$ cat src/rtl/mux16_rr_sched.sv
// Round-robin scheduler sharing one 16:1 bit mux among 16 requesters via a Valid/Ack handshake.
// Optional WAIT_ACK abort with a sticky Err flag is enabled by defining MUX16_RR_SCHED_TIMEOUT_EN.
module mux16_rr_sched #(
    parameter int SETTLE_CYC = 1,
    parameter int TIMEOUT    = 15
) (
    input  logic        Clock,
    input  logic        Reset,
    input  logic [0:15] Req,
    input  logic        Fin,
    input  logic        Ack,
    output logic [3:0]  S,
    output logic [0:15] Gnt,
    output logic        Q,
    output logic        Valid,
    output logic        Busy,
    output logic        Err,
    output logic [1:0]  dbg_state
);

    // Handshake: Valid rises with a fresh Q and stays high, with Q/S/Gnt frozen,
    // until Ack is seen at a rising edge while Valid=1; Ack at any other time is ignored.

    typedef enum logic [1:0] {
        IDLE     = 2'd0,
        SETTLE   = 2'd1,
        SAMPLE   = 2'd2,
        WAIT_ACK = 2'd3
    } state_t;

    if (SETTLE_CYC < 1 || SETTLE_CYC > 15 || TIMEOUT < 1 || TIMEOUT > 255) begin : g_bad_param
        $error("mux16_rr_sched: SETTLE_CYC or TIMEOUT out of range");
    end

    state_t     state;
    logic [3:0] last;
    logic [3:0] scnt;
    logic [3:0] pick;
    logic [3:0] idx;
    logic       found;

`ifdef MUX16_RR_SCHED_TIMEOUT_EN
    logic [7:0] tcnt;
    logic       err_r;
    assign Err = err_r;
`else
    assign Err = 1'b0;
`endif

    assign dbg_state = state;

    // Search starts just past the last served index, so it becomes lowest priority.
    always_comb begin
        found = 1'b0;
        pick  = last;
        idx   = last;
        for (int k = 1; k <= 16; k++) begin
            idx = last + 4'(k);
            if (!found && Req[idx]) begin
                found = 1'b1;
                pick  = idx;
            end
        end
    end

    always_ff @(posedge Clock or posedge Reset) begin
        if (Reset) begin
            state <= IDLE;
            last  <= 4'd15;
            scnt  <= '0;
            S     <= '0;
            Gnt   <= '0;
            Q     <= 1'b0;
            Valid <= 1'b0;
            Busy  <= 1'b0;
`ifdef MUX16_RR_SCHED_TIMEOUT_EN
            tcnt  <= '0;
            err_r <= 1'b0;
`endif
        end else begin
            case (state)
                IDLE: begin
                    if (found) begin
                        S     <= pick;
                        Gnt   <= 16'h8000 >> pick;
                        Busy  <= 1'b1;
                        scnt  <= '0;
                        state <= SETTLE;
                    end
                end
                SETTLE: begin
                    if (scnt == 4'(SETTLE_CYC - 1)) begin
                        state <= SAMPLE;
                    end else begin
                        scnt <= scnt + 4'd1;
                    end
                end
                SAMPLE: begin
                    Q     <= Fin;
                    Valid <= 1'b1;
`ifdef MUX16_RR_SCHED_TIMEOUT_EN
                    tcnt  <= '0;
`endif
                    state <= WAIT_ACK;
                end
                WAIT_ACK: begin
                    // Ack wins over a timeout expiring in the same cycle.
                    if (Ack && Valid) begin
                        Valid <= 1'b0;
                        Gnt   <= '0;
                        Busy  <= 1'b0;
                        last  <= S;
                        state <= IDLE;
`ifdef MUX16_RR_SCHED_TIMEOUT_EN
                    end else if (tcnt == 8'(TIMEOUT - 1)) begin
                        Valid <= 1'b0;
                        Gnt   <= '0;
                        Busy  <= 1'b0;
                        last  <= S;
                        err_r <= 1'b1;
                        state <= IDLE;
                    end else begin
                        tcnt <= tcnt + 8'd1;
`endif
                    end
                end
                default: state <= IDLE;
            endcase
        end
    end

endmodule
$ cat config.mk
export PLATFORM = sky130hd
export DESIGN_NAME = mux16_rr_sched
export DESIGN_NICKNAME = d
export VERILOG_FILES = /design/src/rtl/mux16_rr_sched.sv
export SDC_FILE = /design/constraint.sdc
export NUM_CORES = 1
export LEC_CHECK = 0
export ABC_AREA = 1
export BUFFER_PORTS_ARGS = -buffer_cell sky130_fd_sc_hd__buf_2
export CAP_MARGIN = 20
export CORE_MARGIN = 2
export CORE_UTILIZATION = 60
export DETAILED_ROUTE_END_ITERATION = 16
export PLACE_DENSITY = 0.83
export REMOVE_ABC_BUFFERS = 1
export SLEW_MARGIN = 20
export SYNTH_ARGS = -nofsm -noshare
export SYNTH_HDL_FRONTEND = slang
export SYNTH_SLANG_ARGS = --single-unit
export TNS_END_PERCENT = 30
$ cat constraint.sdc
create_clock -name Clock -period 7.5 [get_ports Clock]
set_input_delay 1.5 -clock Clock [delete_from_list [all_inputs] [get_ports Clock]]
set_output_delay 1.5 -clock Clock [all_outputs]
set_load 0.02 [all_outputs]
# ---- After elaboration in Yosys (flattened, before gate mapping)
# Cells that the tools add are included.
dict set report op_classes {
  n_eq_ne 7
  reduce_logical 42
  order_cmp 16
  add_sub_neg 16
  n_bitwise 16
  shift 1
  n_mux 94
}
# op n
set ops {}
lappend ops {{greater-or-equal comparator 5 bit, second input constant} 16}
lappend ops {{NOT 4 -> 5 bit} 16}
lappend ops {{two-way mux 4 bit} 18}
lappend ops {{binary-select mux 1 bit (select 4 bit)} 16}
lappend ops {{two-way mux 1 bit} 50}
lappend ops {{adder 4 bit, second input constant} 8}
lappend ops {{two-way mux 16 bit} 2}
lappend ops {{one-hot mux 16 bit (2 select lines)} 1}
lappend ops {{adder 4 x 3 -> 4 bit, second input constant} 4}
lappend ops {{logical AND 1 bit} 16}
lappend ops {{right shift 16 x 4 -> 16 bit, first input constant} 1}
lappend ops {{logical NOT 1 bit} 15}
lappend ops {{AND reduction 3 bit} 3}
lappend ops {{adder 4 x 1 -> 4 bit, second input constant} 2}
lappend ops {{adder 4 x 2 -> 4 bit, second input constant} 2}
lappend ops {{inequality test 2 bit, second input constant} 4}
lappend ops {{one-hot mux 2 bit (4 select lines)} 1}
lappend ops {{one-hot mux 4 bit (2 select lines)} 1}
lappend ops {{two-way mux 2 bit} 3}
lappend ops {{AND reduction 2 bit} 3}
lappend ops {{nonzero test 2 bit} 3}
lappend ops {{== test 2 bit, second input constant} 2}
lappend ops {{logical NOT 4 bit} 1}
lappend ops {{one-hot mux 1 bit (2 select lines)} 2}
lappend ops {{other kinds (2)} 2}
dict set report word_totals {
  wordCells 200
  ff_bits 33
  in_bits 20
  out_inout_bits 26
}

# ---- Depth between registers and ports, before layout
# Gate-level depths: netlist (run 1).
dict set report depth {
  word_depth 54
  mapped_depth 32
  ltp_nobuf 30
}

# ---- Worst setup path before layout (run 1)
# Ideal clock, no wire load.
dict set report synth_path {
  path_kind {input -> register}
  from {in Req[6] (netlist name)}
  to {reg Gnt[12] (netlist name)}
  setup_time_ns 0.080
  n_path_buf 0
  arrival_ns 3.716
  stages 21
  path_slack_ns 3.704
  cell_sequence {nand2_1 nand3_1 nand3_1 nand2_1 nand2_1 nand2_2 inv_2 nand4_2 nor2_4 nand2_2 nor2_4 nand3_2 nor2_4 nand3_4 nor2_4 nand4_2 or2_4 nand2_4 inv_2 nor2_1 o21bai_1}
}
dict set report synth_between {
  elab_chain_cells 52
  word_cells_on_any_way 115
  classes_between {eq/ne: 1; shift: 1; mux: 82; reduce/logical: 31}
}
# element line_no
set synth_rtl {}
lappend synth_rtl {{from (decl)} 9} ;# input logic [0:15] Req,
lappend synth_rtl {{binary-select mux 1 bit (select 4 bit)} 59} ;# if (!found && Req[idx]) begin
lappend synth_rtl {{two-way mux 1 bit (implied by the code) (2 in a row)} 59}
lappend synth_rtl {{two-way mux 1 bit} 59}
lappend synth_rtl {{logical NOT 1 bit} 59}
lappend synth_rtl {{logical AND 1 bit} 59}
lappend synth_rtl {{two-way mux 1 bit} 59}
lappend synth_rtl {{logical NOT 1 bit} 59}
lappend synth_rtl {{logical AND 1 bit} 59}
lappend synth_rtl {{[35 not listed]} -}
lappend synth_rtl {{logical AND 1 bit} 59}
lappend synth_rtl {{two-way mux 1 bit} 59}
lappend synth_rtl {{logical NOT 1 bit} 59}
lappend synth_rtl {{logical AND 1 bit} 59}
lappend synth_rtl {{two-way mux 4 bit} 59}
lappend synth_rtl {{right shift 16 x 4 -> 16 bit} 85} ;# Gnt <= 16'h8000 >> pick;
lappend synth_rtl {{two-way mux 16 bit} 83} ;# if (found) begin
lappend synth_rtl {{one-hot mux 16 bit (2 select lines)} 81} ;# case (state)
lappend synth_rtl {{to (signal assigned)} 85}
lappend synth_rtl {{to (decl)} 13} ;# output logic [0:15] Gnt,
# Several ways; a longest one is shown, not always the timed one. The select of a mux whose other input is x is not followed.
# A chain may end at the register's enable or synchronous reset.

# ---- Worst setup path in the final report (run 1)
dict set report layout_path {
  from {reg last[0]}
  to {reg Gnt[5] (netlist name)}
}
dict set report layout_between {
  elab_chain_cells 54
  word_cells_on_any_way 146
  classes_between {add/sub: 15; eq/ne: 1; shift: 1; mux: 82; bitwise: 16; reduce/logical: 31}
}
# element line_no
set layout_rtl {}
lappend layout_rtl {{from (decl)} 36} ;# logic [3:0] last;
lappend layout_rtl {{from (signal assigned)} 69} ;# last <= 4'd15;
lappend layout_rtl {{from (signal assigned)} 112} ;# last <= S;
lappend layout_rtl {{adder 4 x 1 -> 4 bit} 58} ;# idx = last + 4'(k);
lappend layout_rtl {{NOT 4 -> 5 bit (implied by the code)} 59}
lappend layout_rtl {{binary-select mux 1 bit (select 4 bit)} 59}
lappend layout_rtl {{two-way mux 1 bit (implied by the code) (2 in a row)} 59}
lappend layout_rtl {{two-way mux 1 bit} 59}
lappend layout_rtl {{logical NOT 1 bit} 59}
lappend layout_rtl {{logical AND 1 bit} 59}
lappend layout_rtl {{two-way mux 1 bit} 59}
lappend layout_rtl {{[37 not listed]} -}
lappend layout_rtl {{logical AND 1 bit} 59}
lappend layout_rtl {{two-way mux 1 bit} 59}
lappend layout_rtl {{logical NOT 1 bit} 59}
lappend layout_rtl {{logical AND 1 bit} 59}
lappend layout_rtl {{two-way mux 4 bit} 59}
lappend layout_rtl {{right shift 16 x 4 -> 16 bit} 85}
lappend layout_rtl {{two-way mux 16 bit} 83}
lappend layout_rtl {{one-hot mux 16 bit (2 select lines)} 81}
# Several ways; a longest one is shown, not always the timed one. The select of a mux whose other input is x is not followed.

==> results of run 1 <==
state kept, by name, indices dropped and copies added, names as in the netlist:
register,count
Valid,1
Gnt,16
Busy,1
S,4
dbg_state,2
last,4
Q,1
scnt,4
how the worst max path moves through the flow:
| stage | start | cells past startpoint | slack, ps | to |
|---|---|---|---|---|
| CTS | last[0]$_DFFE_PP1P_ | 23 | 2650 | Gnt[5]$_DFFE_PP0P_ |
| global placement | last[0]$_DFFE_PP1P_ | 23 | 2770 | Gnt[13]$_DFFE_PP0P_ |
| floorplan | last[0]$_DFFE_PP1P_ | 23 | 3580 | Gnt[12]$_DFFE_PP0P_ |
| global route | last[0]$_DFFE_PP1P_ | 27 | 2120 | Gnt[9]$_DFFE_PP0P_ |
| finish | last[0]$_DFFE_PP1P_ | 23 | 2540 | Gnt[5]$_DFFE_PP0P_ |
| detailed placement | last[0]$_DFFE_PP1P_ | 23 | 2670 | Gnt[5]$_DFFE_PP0P_ |
worst max-delay path: stages (launching register included):
cell and delay (ps):
dfstp_2 850, inv_2 330, ha_1 580, inv_1 420, nand3_1 180, nand3_1 100
nand2_1 90, nand2_1 110, nand2_2 90, inv_2 130, nand4_2 140, nor2_4 150
nand2_2 80, nor2_4 140, nand3_2 120, nor2_4 160, nand3_4 110, nor2_4 140
nand4_2 150, or2_4 330, nand2_4 130, inv_2 90, nor2_1 110, o21bai_1 120
power by group:
part	switching, uW	internal, uW	total (uW)
logic	39.1	18.4	57.5
clock network	66.8	64.0	131
registers	0	178	178
total	106	260	366
area by class of cell:
type | instances | area share [%]
timing repair buffer | 45 | 6.06
tap | 72 | 2.40
inverter | 78 | 7.80
clock inverter | 3 | 0.467
clock buffer | 5 | 1.83
multi-input combinational | 440 | 59.3
sequential | 33 | 22.1
stage by stage:
step	worst slack [ps]	std cells	total power, uW	util [%]	instance area, um^2
floorplan	3580	551	221	-	3350
global placement	2770	668	237	66.6	3670
detailed placement	2670	668	237	66.6	3670
CTS	2650	676	367	68.2	3750
global route	2120	676	385	68.2	3750
finish	2540	676	366	68.2	3750
cell families (layout without fill, tap and decap cells):
logic type	after synthesis	after routing	synth area share [%]
flip-flops	33	33	24.2
buffers and inverters	90	131	10.8
adder cells (fa/ha/maj)	14	14	5.11
multiplexers	1	1	0.329
AO/OA/AOI/OAI	67	67	10.9
other	1	1	0.109
XOR/XNOR	8	8	2.04
AND/OR/NAND/NOR	349	349	46.5
routing by layer:
metal,part of all wire [%],track usage [%],up-vias
li1,-,-,1879
met5,0,0,-
met4,0.54,5.00,0
met1,47,45.4,1718
met2,44,46.1,155
met3,8.7,6.00,9
layout by cell type (no fill, tap or decap), types with 2 or more instances in the layout:
cell type	Yosys	layout
a31oi_1	3	3
nand2_2	7	7
dfstp_2	4	4
ha_1	14	14
inv_2	8	8
o21ai_1	10	10
nand3_2	4	4
nand4_2	2	2
clkbuf_8	0	5
xor2_1	5	5
nor2_4	4	4
nand2_1	196	196
dfrtp_1	29	29
clkinv_2	0	2
o21ai_0	28	28
xnor2_1	3	3
nand3_1	97	97
a21oi_1	13	13
nor2_1	28	28
o21bai_1	9	9
o21a_1	2	2
inv_1	70	70
nor2_2	3	3
buf_2	7	44
==> metrics, run 1 <==
outcome finished clean; CTS H-tree depth 2; most common cell in the netlist nand2_1; IO Count 46; Synth Flop Type dfrtp_1; Die ar. 0.00633 mm^2; Max IR drop VDD 87.8 uV; Max-Slew Margin vs Limit 42.2%; Row Count 27; CTS buffer count 5; Synth Instances 563; final hold violation count 0; Root Buffer clkbuf_8; layout cells sized above 1 15.2%; Worst Path Arrival 5160 ps; f_max 202 MHz; CTS Sinks 33; WHS between 400 and 500 ps; Yosys warnings 0; first-pass GRT wire length 15,200 um; Post-CTS Setup Bufs 0; asr flop ratio synth 100%; Yosys cell types 37; LEAKAGE 0.00214 uW; Worst Hold Class reg -> reg; Vert. Die Dim around 80 um; # DRC 0; NumNets Final 637; post-synth top area share 21.5%; hold_buf cts 0; CP Launch Type flip-flop; gpl congestion 1.04; CTS tree built; area grow syn2layout 9.57%; final setup vio count 0; die width 79.6 um; CP Max Fanout 25; DRT iter0 DRCs 333; Core ar. 0.00551 mm^2; Synth area leaders nand2_1 (21%), dfrtp_1 (21%), nand3_1 (14%); fin crit period 4960 ps; initial core utilization 62.2%; Hold Crit Depth 2; Power per Cell Area roughly 98 mW/mm^2; clock transition at the registers of the reported paths 70 ps; most frequent cells after synthesis nand2_1 (196), nand3_1 (97), inv_1 (70); TNS Setup 0 ps; fillers ~480; area of the multi-input gates 0.00223 mm^2; Mean Syn Cell Area 6.09 um^2; clk buf depth 2; reg2reg setup slack 2540 ps; vias in the first global route about 3,300; register area share after synthesis roughly a quarter; vias per cell approximately 5.6; EDFF count, synth 0; Slew @ Worst Pin 859 ps; Final HPWL DP about 7200 um; WHS Endpoint Busy$_DFFE_PP0P_; Post-Syn Area between 0.003 and 0.004 mm^2; gr usage total 30.3%; DRT Wirelength 9250 um; largest net degree at the start of global routing 34; Crit path required time approximately 7700 ps; CP Capture Type flip-flop; RSZ-0062 raised after global routing false; I/O Buffers between 40 and 50; Clock Skews 4.08 ps; Diodes inserted 0; Pre-antenna DRT Iters 5; WL per Instance 13.7 um; register area roughly 830 um^2; RR Endpoint Gnt[5]$_DFFE_PP0P_; CTS resizes 0; WS Path Type reg -> reg; initial antenna violation count 0; via count 3,761; worst r2r src last[0]$_DFFE_PP1P_; top cell type by total area after synthesis nand2_1; Worst Reg-to-Reg Cells 23; final slew viol count 0; GRT overflow 0; final worst-path cycle share 66.2%; max_cap viols 0; number of synthesized register bits 33; antenna-violating nets left 0; Worst-Skew Late Latency 280 ps; Hold Startpoint Busy$_DFFE_PP0P_
Note: power is estimated with default switching activity, not from simulation.
==> inputs of run 2 (changes only) <==
--- a/config.mk
+++ b/config.mk
@@ -9,9 +9,9 @@
 export BUFFER_PORTS_ARGS = -buffer_cell sky130_fd_sc_hd__buf_2
 export CAP_MARGIN = 20
 export CORE_MARGIN = 2
-export CORE_UTILIZATION = 60
+export CORE_UTILIZATION = 53
 export DETAILED_ROUTE_END_ITERATION = 16
-export PLACE_DENSITY = 0.83
+export PLACE_DENSITY = 0.77
 export REMOVE_ABC_BUFFERS = 1
 export SLEW_MARGIN = 20
 export SYNTH_ARGS = -nofsm -noshare
==> constraint.sdc (replaced) <==
create_clock -name Clock -period 4 [get_ports Clock]
set_input_delay 0.8 -clock Clock [delete_from_list [all_inputs] [get_ports Clock]]
set_output_delay 0.8 -clock Clock [all_outputs]
set_load 0.02 [all_outputs]
==> run 2 against run 1 <==
  * Critical endpoint is now scnt[2]$_DFFE_PP0P_
  * Non-clock buffer count grew 24
  * Clock power rose by 110%
  * First-iteration DRC count fell by 23%
==> metrics, run 2 (synthesis results as in run 1) <==
Final HPWL DP 7480 um; GRT overflow 0; Worst-Skew Late Latency about 290 ps; Pre-antenna DRT Iters 6; WHS around 470 ps; initial core utilization a little over half; Root Buffer clkbuf_8; CP Capture Type flip-flop; CP Max Fanout 10; Slew @ Worst Pin about 620 ps; gr usage total 27.7%; layout cells sized above 1 20.7%; via count between 3,000 and 4,000; Worst Hold Class reg -> reg; area grow syn2layout 18.1%; Hold Crit Depth 2; CTS buffer count 5; most frequent cells in the layout nand2_1 (190), nand3_1 (96), inv_1 (68), buf_2 (44), dfrtp_1 (29); WS Path Type reg -> reg; CTS H-tree depth 2; CTS Sinks 33; vias in the first global route 3,480; Max IR drop VDD ~210 uV; Row Count 29; Crit path required time about 4200 ps; I/O Buffers 44; final worst-path cycle share 93.7%; LEAKAGE 0.00229 uW; final slew viol count 0; fin crit period 3750 ps; commonest non-fill, non-tap cell in the layout nand2_1; TNS Setup 0 ps; Die ar. between 0.007 and 0.008 mm^2; initial antenna violation count 0; clock transition at the registers of the reported paths 70 ps; Layout Cell Area excl Fill 0.00405 mm^2; Overall Power 724 uW; first-pass GRT wire length about 16,000 um; Worst Path Arrival 3950 ps; Worst Reg-to-Reg Cells 24; final setup vio count 0; f_max 267 MHz; DRT iter0 DRCs 256; WL per Instance 13.7 um; antenna-violating nets left 0; Core ar. 0.00631 mm^2; Setup WS pre-CTS approximately 170 ps; DRT Wirelength 9680 um; Area after DPL 0.00382 mm^2; Clock Skews 7.89 ps; vias per cell 5.44; CP Launch Type flip-flop; outcome finished clean; CTS tree built; gpl congestion ~0.99; max FFs per register 16; Power per Cell Area about 180 mW/mm^2; largest net degree at the start of global routing 25; die width 84.4 um; Vert. Die Dim 84.4 um; Diodes inserted 0; register with the highest flop count Gnt; Max-Slew Margin vs Limit between 50% and 60%; Worst Setup Slack, final around 250 ps; max_cap viols 0; IO Count 46; NumNets Final 661; clk buf depth 2; # DRC 0; final hold violation count 0
-- run 2: area by class of cell --
class                      count  area [um^2]
clock inverter                 1         5.00
sequential                    33          831
multi-input combinational    440         2300
timing repair buffer          69          423
clock buffer                   7         96.3
tap                           77         96.3
inverter                      78          295
fill                         602         2260
-- run 2: through the flow --
stage / utilization [%] / std cells
after floorplan: - / 551
after global placement: 60.5 / 692
after detailed placement: 60.5 / 692
after CTS: 62.1 / 700
after global routing: 64.1 / 705
final: 64.1 / 705
-- run 2: metal layers --
| metal | up-vias | global-route usage (%) | share of wire (%) |
|---|---|---|---|
| met3 | 20 | 5.31 | 9.0 |
| met4 | 0 | 6.06 | 1.8 |
| met5 | - | 0 | 0 |
| met2 | 144 | 43.6 | 44 |
| met1 | 1744 | 39.8 | 45 |
| li1 | 1930 | - | - |
-- run 2: power breakdown --
group / leakage, uW / switching [uW] / internal, uW
registers: 0.000405 / 0 / 334
logic: 0.00183 / 73.2 / 36.6
clock network: 0.0000542 / 125 / 156
total: 0.00229 / 198 / 526
-- run 2: worst paths after layout --
path / start / endpoint / slack (ps)
max in group asynchronous: Reset / S[1]$_DFFE_PP0P_ / 2750
hold / removal: Busy$_DFFE_PP0P_ / Busy$_DFFE_PP0P_ / 470
min in group asynchronous: Reset / S[2]$_DFFE_PP0P_ / 580
setup / recovery: last[1]$_DFFE_PP1P_ / scnt[2]$_DFFE_PP0P_ / 250
setup reg to reg: last[1]$_DFFE_PP1P_ / scnt[2]$_DFFE_PP0P_ / 250
hold reg to reg: Busy$_DFFE_PP0P_ / Busy$_DFFE_PP0P_ / 470
-- run 2: worst max-delay path, cell delays in order, from the launching register on --
cell     delay, ps
dfstp_2        570
inv_1          100
ha_4           300
buf_6          140
nand3_1        120
nand3_1        110
nand2_1        100
nand2_2         80
nand2_2         80
inv_2          120
nand4_2        130
nor2_4         140
nand2_2         70
nor2_4         130
nand3_2        120
nor2_4         190
nand3_4        120
nor2_4         130
nand4_2        160
or2_4          310
nand2_2         90
inv_2           60
nand2_1         80
o21ai_1         70
a21oi_1        150
-- run 2: timing repair --
action / 4_1_cts / 5_1_grt
resized for setup: 0 / 23
hold buffers: 0 / 0
endpoints found under the setup margin: 0 / 19
setup buffers: 0 / 5
